### config.mk
export PLATFORM = sky130hd
export DESIGN_NAME = hog_bus_responder
export DESIGN_NICKNAME = d
export VERILOG_FILES = /design/src/rtl/hog_bus_pkg.sv /design/src/rtl/hog_bus_regfile.sv /design/src/rtl/hog_bus_responder.sv
export SDC_FILE = /design/constraint.sdc
export NUM_CORES = 2
export LEC_CHECK = 0
export BUFFER_PORTS_ARGS = -buffer_cell sky130_fd_sc_hd__clkbuf_2
export CORE_ASPECT_RATIO = 0.6
export CORE_MARGIN = 3
export CORE_UTILIZATION = 65
export CTS_CLUSTER_DIAMETER = 60
export DETAILED_ROUTE_END_ITERATION = 6
export PLACE_DENSITY = 0.93
export SYNTH_ARGS = -nofsm -noshare
export SYNTH_HDL_FRONTEND = slang
export SYNTH_HIERARCHICAL = 1
export SYNTH_SLANG_ARGS = --single-unit
export TNS_END_PERCENT = 50
### constraint.sdc
create_clock -name clk -period 4.9 [get_ports clk]
set_input_delay 1.47 -clock clk [delete_from_list [all_inputs] [get_ports clk]]
set_output_delay 1.47 -clock clk [all_outputs]
set_load 0.05 [all_outputs]
### src/rtl/hog_bus_pkg.sv
// Shared definitions for the HOG bus responder: register map, CTRL/STATUS bit
// positions and FSM state codes. The optional stall timeout is HOG_BUS_TIMEOUT_EN.
package hog_bus_pkg;

  localparam int unsigned REG_CTRL      = 0;
  localparam int unsigned REG_STATUS    = 1;
  localparam int unsigned REG_IRQ_CLR   = 2;
  localparam int unsigned REG_PIX_TX    = 3;
  localparam int unsigned REG_RES_RX    = 4;
  localparam int unsigned SCRATCH_BASE  = 8;
  localparam int unsigned SCRATCH_WORDS = 8;
  localparam int unsigned SCRATCH_IDX_W = 3;

  localparam int unsigned CTRL_START    = 0;
  localparam int unsigned CTRL_IRQ_EN   = 1;
  localparam int unsigned CTRL_DROP_PIX = 2;

  localparam int unsigned STAT_BUSY        = 0;
  localparam int unsigned STAT_IRQ_PENDING = 1;
  localparam int unsigned STAT_PIX_VALID   = 2;
  localparam int unsigned STAT_RES_VALID   = 3;
  localparam int unsigned STAT_TIMEOUT_ERR = 4;
  localparam int unsigned STAT_PIX_CNT_LSB = 32;
  localparam int unsigned STAT_RES_CNT_LSB = 64;

  localparam int unsigned CNT_W = 16;

  typedef logic [2:0] state_t;

  localparam state_t ST_IDLE     = 3'd0;
  localparam state_t ST_DECODE   = 3'd1;
  localparam state_t ST_PIX_WAIT = 3'd2;
  localparam state_t ST_RES_WAIT = 3'd3;
  localparam state_t ST_ACK      = 3'd4;
  localparam state_t ST_HOLD     = 3'd5;

endpackage

### src/rtl/hog_bus_regfile.sv
// Scratch register array: 8 bus-wide words, byte-enabled write, registered read.
module hog_bus_regfile
  import hog_bus_pkg::*;
#(
  parameter int unsigned BUS_WIDTH = 128,
  parameter int unsigned BUS_BYTES = 16
) (
  input  logic                     clk,
  input  logic                     rst_n,
  input  logic                     wr_en,
  input  logic [SCRATCH_IDX_W-1:0] wr_idx,
  input  logic [BUS_WIDTH-1:0]     wr_data,
  input  logic [BUS_BYTES-1:0]     wr_be,
  input  logic                     rd_en,
  input  logic [SCRATCH_IDX_W-1:0] rd_idx,
  output logic [BUS_WIDTH-1:0]     rd_data
);

  logic [BUS_WIDTH-1:0] mem [SCRATCH_WORDS];

  always_ff @(posedge clk or negedge rst_n) begin
    if (!rst_n) begin
      for (int i = 0; i < int'(SCRATCH_WORDS); i++) mem[i] <= '0;
      rd_data <= '0;
    end else begin
      if (wr_en) begin
        for (int b = 0; b < int'(BUS_BYTES); b++) begin
          if (wr_be[b]) mem[wr_idx][b*8 +: 8] <= wr_data[b*8 +: 8];
        end
      end
      if (rd_en) rd_data <= mem[rd_idx];
    end
  end

endmodule

### src/rtl/hog_bus_responder.sv
// Bus responder for the HOG core: register access, pixel push stream, result pop stream.
// Define HOG_BUS_TIMEOUT_EN to bound stream waits by TIMEOUT_CYCLES.
module hog_bus_responder
  import hog_bus_pkg::*;
#(
  parameter int unsigned ADDR_WIDTH     = 5,
  parameter int unsigned BUS_WIDTH      = 128,
  parameter int unsigned BUS_BYTES      = 16,
  parameter int unsigned TIMEOUT_CYCLES = 1024
) (
  input  logic                  clk,
  input  logic                  rst_n,
  input  logic [ADDR_WIDTH-1:0] addr,
  input  logic                  bus_enable,
  input  logic                  r_wbar,
  input  logic [BUS_WIDTH-1:0]  write_data,
  input  logic [BUS_BYTES-1:0]  byte_enable,
  output logic                  ack,
  output logic [BUS_WIDTH-1:0]  read_data,
  output logic                  irq,
  output logic                  start,
  input  logic                  busy,
  input  logic                  done,
  output logic [BUS_WIDTH-1:0]  pix_data,
  output logic                  pix_valid,
  input  logic                  pix_ready,
  input  logic [BUS_WIDTH-1:0]  res_data,
  input  logic                  res_valid,
  output logic                  res_ready
);

  state_t                state_q, state_d;
  logic [ADDR_WIDTH-1:0] addr_q;
  logic                  rd_q;
  logic [BUS_WIDTH-1:0]  wdata_q;
  logic [BUS_BYTES-1:0]  be_q;

  logic                  irq_en, irq_pending, timeout_err;
  logic [CNT_W-1:0]      pix_count, res_count;
  logic [BUS_WIDTH-1:0]  rf_rdata, reg_rdata_c, pix_word_c;

  logic sel_ctrl_c, sel_status_c, sel_irq_clr_c, sel_pix_c, sel_res_c, sel_scratch_c;
  logic accept_c, reg_wr_c, reg_rd_c, pix_load_c, pix_fire_c, res_fire_c;
  logic pix_tmo_c, res_tmo_c, stall_hit_c;
  logic ctrl_wr_c, irq_clr_c, drop_pix_c, irq_en_d, irq_pending_d;

  assign sel_ctrl_c    = (32'(addr_q) == REG_CTRL);
  assign sel_status_c  = (32'(addr_q) == REG_STATUS);
  assign sel_irq_clr_c = (32'(addr_q) == REG_IRQ_CLR);
  assign sel_pix_c     = (32'(addr_q) == REG_PIX_TX);
  assign sel_res_c     = (32'(addr_q) == REG_RES_RX);
  assign sel_scratch_c = (32'(addr_q) >= SCRATCH_BASE) &&
                         (32'(addr_q) <  SCRATCH_BASE + SCRATCH_WORDS);

  // Stall counter is only present when stream waits are bounded.
`ifdef HOG_BUS_TIMEOUT_EN
  localparam int unsigned STALL_W = $clog2(TIMEOUT_CYCLES + 1);
  logic [STALL_W-1:0] stall_cnt;

  always_ff @(posedge clk or negedge rst_n) begin
    if (!rst_n) begin
      stall_cnt <= '0;
    end else if (state_q == ST_PIX_WAIT || state_q == ST_RES_WAIT) begin
      stall_cnt <= stall_cnt + STALL_W'(1);
    end else begin
      stall_cnt <= '0;
    end
  end

  assign stall_hit_c = (stall_cnt == STALL_W'(TIMEOUT_CYCLES - 1));
`else
  logic timeout_cfg_unused;
  assign timeout_cfg_unused = (TIMEOUT_CYCLES != 0);
  assign stall_hit_c        = 1'b0;
`endif

  always_ff @(posedge clk or negedge rst_n) begin
    if (!rst_n) state_q <= ST_IDLE;
    else        state_q <= state_d;
  end

  always_comb begin
    state_d    = state_q;
    accept_c   = 1'b0;
    reg_wr_c   = 1'b0;
    reg_rd_c   = 1'b0;
    pix_load_c = 1'b0;
    pix_fire_c = 1'b0;
    res_fire_c = 1'b0;
    pix_tmo_c  = 1'b0;
    res_tmo_c  = 1'b0;
    case (state_q)
      ST_IDLE: begin
        if (bus_enable) begin
          accept_c = 1'b1;
          state_d  = ST_DECODE;
        end
      end
      ST_DECODE: begin
        if (!rd_q && sel_pix_c) begin
          pix_load_c = 1'b1;
          state_d    = ST_PIX_WAIT;
        end else if (rd_q && sel_res_c) begin
          state_d = ST_RES_WAIT;
        end else begin
          reg_wr_c = !rd_q;
          reg_rd_c = rd_q;
          state_d  = ST_ACK;
        end
      end
      ST_PIX_WAIT: begin
        if (pix_valid && pix_ready) begin
          pix_fire_c = 1'b1;
          state_d    = ST_ACK;
        end else if (stall_hit_c) begin
          pix_tmo_c = 1'b1;
          state_d   = ST_ACK;
        end
      end
      ST_RES_WAIT: begin
        if (res_valid) begin
          res_fire_c = 1'b1;
          state_d    = ST_ACK;
        end else if (stall_hit_c) begin
          res_tmo_c = 1'b1;
          state_d   = ST_ACK;
        end
      end
      ST_ACK:  state_d = ST_HOLD;
      ST_HOLD: state_d = ST_IDLE;
      default: state_d = ST_IDLE;
    endcase
  end

  // Disabled bytes of a pixel word go out as zero.
  always_comb begin
    pix_word_c = '0;
    for (int b = 0; b < int'(BUS_BYTES); b++) begin
      if (be_q[b]) pix_word_c[b*8 +: 8] = wdata_q[b*8 +: 8];
    end
  end

  always_comb begin
    reg_rdata_c = '0;
    if (sel_ctrl_c) begin
      reg_rdata_c[CTRL_IRQ_EN] = irq_en;
    end else if (sel_status_c) begin
      reg_rdata_c[STAT_BUSY]                  = busy;
      reg_rdata_c[STAT_IRQ_PENDING]           = irq_pending;
      reg_rdata_c[STAT_PIX_VALID]             = pix_valid;
      reg_rdata_c[STAT_RES_VALID]             = res_valid;
      reg_rdata_c[STAT_TIMEOUT_ERR]           = timeout_err;
      reg_rdata_c[STAT_PIX_CNT_LSB +: CNT_W]  = pix_count;
      reg_rdata_c[STAT_RES_CNT_LSB +: CNT_W]  = res_count;
    end else if (sel_scratch_c) begin
      reg_rdata_c = rf_rdata;
    end
  end

  // A done pulse outranks a simultaneous clear.
  assign ctrl_wr_c     = reg_wr_c && sel_ctrl_c && be_q[0];
  assign irq_clr_c     = reg_wr_c && sel_irq_clr_c && wdata_q[0];
  assign drop_pix_c    = ctrl_wr_c && wdata_q[CTRL_DROP_PIX];
  assign irq_en_d      = ctrl_wr_c ? wdata_q[CTRL_IRQ_EN] : irq_en;
  assign irq_pending_d = done ? 1'b1 : (irq_clr_c ? 1'b0 : irq_pending);

  always_ff @(posedge clk or negedge rst_n) begin
    if (!rst_n) begin
      addr_q      <= '0;
      rd_q        <= 1'b0;
      wdata_q     <= '0;
      be_q        <= '0;
      ack         <= 1'b0;
      read_data   <= '0;
      irq         <= 1'b0;
      irq_en      <= 1'b0;
      irq_pending <= 1'b0;
      timeout_err <= 1'b0;
      start       <= 1'b0;
      pix_data    <= '0;
      pix_valid   <= 1'b0;
      res_ready   <= 1'b0;
      pix_count   <= '0;
      res_count   <= '0;
    end else begin
      if (accept_c) begin
        addr_q  <= addr;
        rd_q    <= r_wbar;
        wdata_q <= write_data;
        be_q    <= byte_enable;
      end
      ack         <= (state_d == ST_ACK);
      start       <= ctrl_wr_c && wdata_q[CTRL_START];
      res_ready   <= res_fire_c;
      irq_en      <= irq_en_d;
      irq_pending <= irq_pending_d;
      irq         <= irq_pending_d && irq_en_d;

      if (pix_tmo_c || res_tmo_c) timeout_err <= 1'b1;
      else if (irq_clr_c)         timeout_err <= 1'b0;

      if (pix_load_c) begin
        pix_data  <= pix_word_c;
        pix_valid <= 1'b1;
      end else if (pix_fire_c) begin
        pix_valid <= 1'b0;
        pix_count <= pix_count + CNT_W'(1);
      end else if (pix_tmo_c || drop_pix_c) begin
        pix_valid <= 1'b0;
      end

      if (reg_rd_c) begin
        read_data <= reg_rdata_c;
      end else if (res_fire_c) begin
        read_data <= res_data;
        res_count <= res_count + CNT_W'(1);
      end else if (res_tmo_c) begin
        read_data <= '0;
      end
    end
  end

  hog_bus_regfile #(
    .BUS_WIDTH (BUS_WIDTH),
    .BUS_BYTES (BUS_BYTES)
  ) u_regfile (
    .clk     (clk),
    .rst_n   (rst_n),
    .wr_en   (reg_wr_c && sel_scratch_c),
    .wr_idx  (addr_q[SCRATCH_IDX_W-1:0]),
    .wr_data (wdata_q),
    .wr_be   (be_q),
    .rd_en   (accept_c),
    .rd_idx  (addr[SCRATCH_IDX_W-1:0]),
    .rd_data (rf_rdata)
  );

endmodule

==> impl_results.md <==
- Area grow syn2layout: 12.31%
- Kind of critical path: primary input to flop
- Mux cell area share after synthesis: 0.2345
- Dpl ws: 1092 ps
- Max frequency: 317.7 MHz
- Register area share after synthesis: 0.5502
- Busiest grt layer: met2
- Final Slew Violations: 0
- Mapped Area: 72770 µm²
- Slew margin rel.: 0.2246
- DRT Wirelength: 200.4 mm
- Number of placed instances, taps included: 7174
- Critical-path cell list: buf_6 -> buf_4 -> buf_4 -> nand3_1 -> a41o_1
- DRT Pass-1 Iters: 6
- DRC Markers: 0
- Via count: 49541
- Worst-path maximum fanout: 51
- Setup Skew: 41.02 ps
- Nets@finish: 6116
- Core Box Area: 110300 µm²
- Layout cell share with drive strength beyond 1: 0.3717
- Detailed Place HPWL: 126.6 mm
- TritonCTS Buffers: 141
- Initial antenna violation count: 5
- Largest net degree at the start of global routing: 176
- Fin Hold WS: 479.4 ps
- Post-synth top area share: 0.5502
- CTS max path bufs: 3
- Final Hold Viols: 0
- Met2 GRT Util: 0.5303
- Largest family of logic cells by synthesized area: multiplexers
- Maximum VDD drop: 0.4748 mV
- Setup violators final: 0
- Number of flops mapped to enable cells by yosys: 0
- Post-synth net total: 5639
- Main flop type after synthesis: dfrtp_1
- Synth async-reset ratio: 1.000
- Setup_tns: 0 ps
- Post-layout minimum cycle time: 3148 ps
- Power density cells: 638.4 nW/µm²
- FP Rows: 94
- Area fraction in and, or, nand and nor cells after synthesis: 0.1027
- Power Total: 52170 µW
- Critical Path AT: 3790 ps
- First-pass GRT wire length: 309.9 mm
- RSZ-0062 raised after global routing: false
- Storage element area: 40040 µm²
- R2R cell count: 7
- Min setup slack post-route: 1752 ps
- Worst-Skew Late Latency: 770 ps
- Initial Util: 0.6597
- Reg2reg start: state_q[1]
- Endpoint, Worst Hold: pix_data[41]
- Postcts setup bufs: 0
- Die Span Y: 265.2 µm
- Chip Width: 438.0 µm
- Yosys top cell by area: dfrtp_1
- R2r endpoint: u_regfile/mem[610]
- Status: finished, final reports clean
- Clock sink total: 1600
- Gp weighted congestion: 0.8843
- I/O pin total: 546
- Clk root buf: clkbuf_16
- Post_cts resized: 0
- Synth Area in Compound Gates: 0.08127
- GRT Util Overall: 0.3428
- P_leak: 0.04259 µW
- Post-Synth XOR/XNOR Area: 0.003611
- Vias in the first global route: 52260
- Die Footprint: 116100 µm²
- Met3 Resource Use GR: 0.06844
- Hold path start: pix_data[41]
- Detail Route Antenna Nets: 0
- Reported max-cap violation count: 0
- Fin cells: 7432
- Top post-synthesis cells by area: dfrtp_1 (55%), mux2_2 (18%), mux2i_1 (5.3%)
- Gate count after technology mapping: 5352
- Synth unique cells: 56
- Avg Inst Size Synth: 13.60 µm²
- Post-Synth Adder-Cell Area: 0.0003439
- Critical-path top delay cell: buf_4
- Slack of the worst reg-to-reg path: 1950 ps
- Total of warnings raised by yosys: 6
- Worst hold stages: 2
- CP bufs+invs: 3
- Fillers: 6448
- CTS tree: done
- CP max stage delay: 760 ps
- DRT iter0 DRCs: 5147
- Crit path max-delay family: buffers and inverters
- PortBufs: 545
- Register clock-pin slew on the reported worst setup and hold paths: 60 ps
- Most frequent cell after synthesis: dfrtp_1
- Seq cells post-synth: 1600
- Wirelength per Cell: 26.97 µm
- Met1 Use GR: 0.4639
- Startpoint class of the critical path: primary input
- Final Cycle Share: 0.6424
- Remaining global-route overflow: 0
- Setup crit end kind: flop
- Area used by multi-input combinational logic: 30820 µm²
- H-tree depth: 4
- Hold_buf cts: 0
- Tightest Pin Transition: 1163 ps
- Min-delay worst type: flop to flop
- Vias per inst: 6.666
- Top post-synthesis cells by count: dfrtp_1 (1600), mux2_2 (1145), nand2_1 (441), mux2i_1 (384), nor2b_1 (259)
- WP data required: 5550 ps
- Critical Path Most Common Cell: buf_4
[worst min-delay path: cells and delay by family, from the launching register on]
family | cells | cell delay, ps
AND/OR/NAND/NOR | 1 | 50
flip-flops | 1 | 340
AO/OA/AOI/OAI | 1 | 60
[logic make-up after synthesis]
kind of cell | count (synthesis)
compound gates | 781
xor+xnor | 30
fa+ha+maj | 2
buf+inv | 324
flops | 1600
mux | 1558
simple gates | 1057
[flip-flops by register name (all words and copies together), names as in the netlist]
name and flops:
state_q 3, read_data 128, u_regfile/rd_data 128, rd_q 1, be_q 16, pix_valid 1
wdata_q 128, irq_pending 1, pix_count 16, u_regfile/mem 1024, addr_q 5, ack 1
irq 1, res_count 16, pix_data 128, irq_en 1, start 1, res_ready 1
[report_power, final]
part           internal (µW)  switching (µW)  leakage, µW
Combinational           6670            9930       0.0188
Sequential             18500            5330       0.0214
Clock                   6640            5060      0.00237
Total                  31900           20300       0.0426
[how the worst max path moves through the flow]
stage                     startpoint                     to  slack [ps]  cells after the start
after floorplan           bus_enable  u_regfile/rd_data[67]        1650                      8
after global placement       addr[2]  u_regfile/rd_data[76]        1160                      5
after detailed placement     addr[2]  u_regfile/rd_data[76]        1090                      5
after CTS                  pix_valid              pix_valid        1860                      1
after global routing         addr[2]  u_regfile/rd_data[69]        1800                      5
final                        addr[2]  u_regfile/rd_data[77]        1750                      5
[per-stage QoR]
stage	instance area, µm²	util
floorplan	72770	-
global placement	76900	0.6970
detailed placement	76900	0.6970
CTS	81720	0.7407
global route	81730	0.7408
finish	81730	0.7408
[layout by cell type, fill, tap and decap left out, types with 16 or more instances in the layout]
cell type	count
mux2i_1	384
nand3b_4	16
clkbuf_2	541
a2bb2oi_1	92
clkbuf_8	26
a41o_1	128
a221oi_1	35
clkbuf_16	145
nand3_1	137
buf_12	47
mux2_1	29
xnor2_1	20
buf_4	64
o21ai_0	220
nand3_4	16
a211o_1	128
dfrtp_1	1599
clkinv_2	28
a22oi_1	128
nand2_1	440
nor2_8	124
nor2b_1	258
clkbuf_1	24
mux2_2	1145
a31oi_1	36
[metal layers]
metal  vias to the layer above  part of all wire
met5                         -                 0
met1                     25701              0.40
li1                      20474                 -
met4                         0             0.051
met2                      2718              0.47
met3                       648             0.087
[cell type report]
cell class	instances	share of cell area
Multi-Input combinational cell	3428	0.3771
Inverter	4	0.0001837
Tap cell	1488	0.02278
Clock buffer	195	0.04988
Antenna cell	4	0.0001225
Clock inverter	59	0.009109
Timing Repair Buffer	654	0.05084
Sequential cell	1600	0.4899
Note: power is estimated with default switching activity, not from simulation.
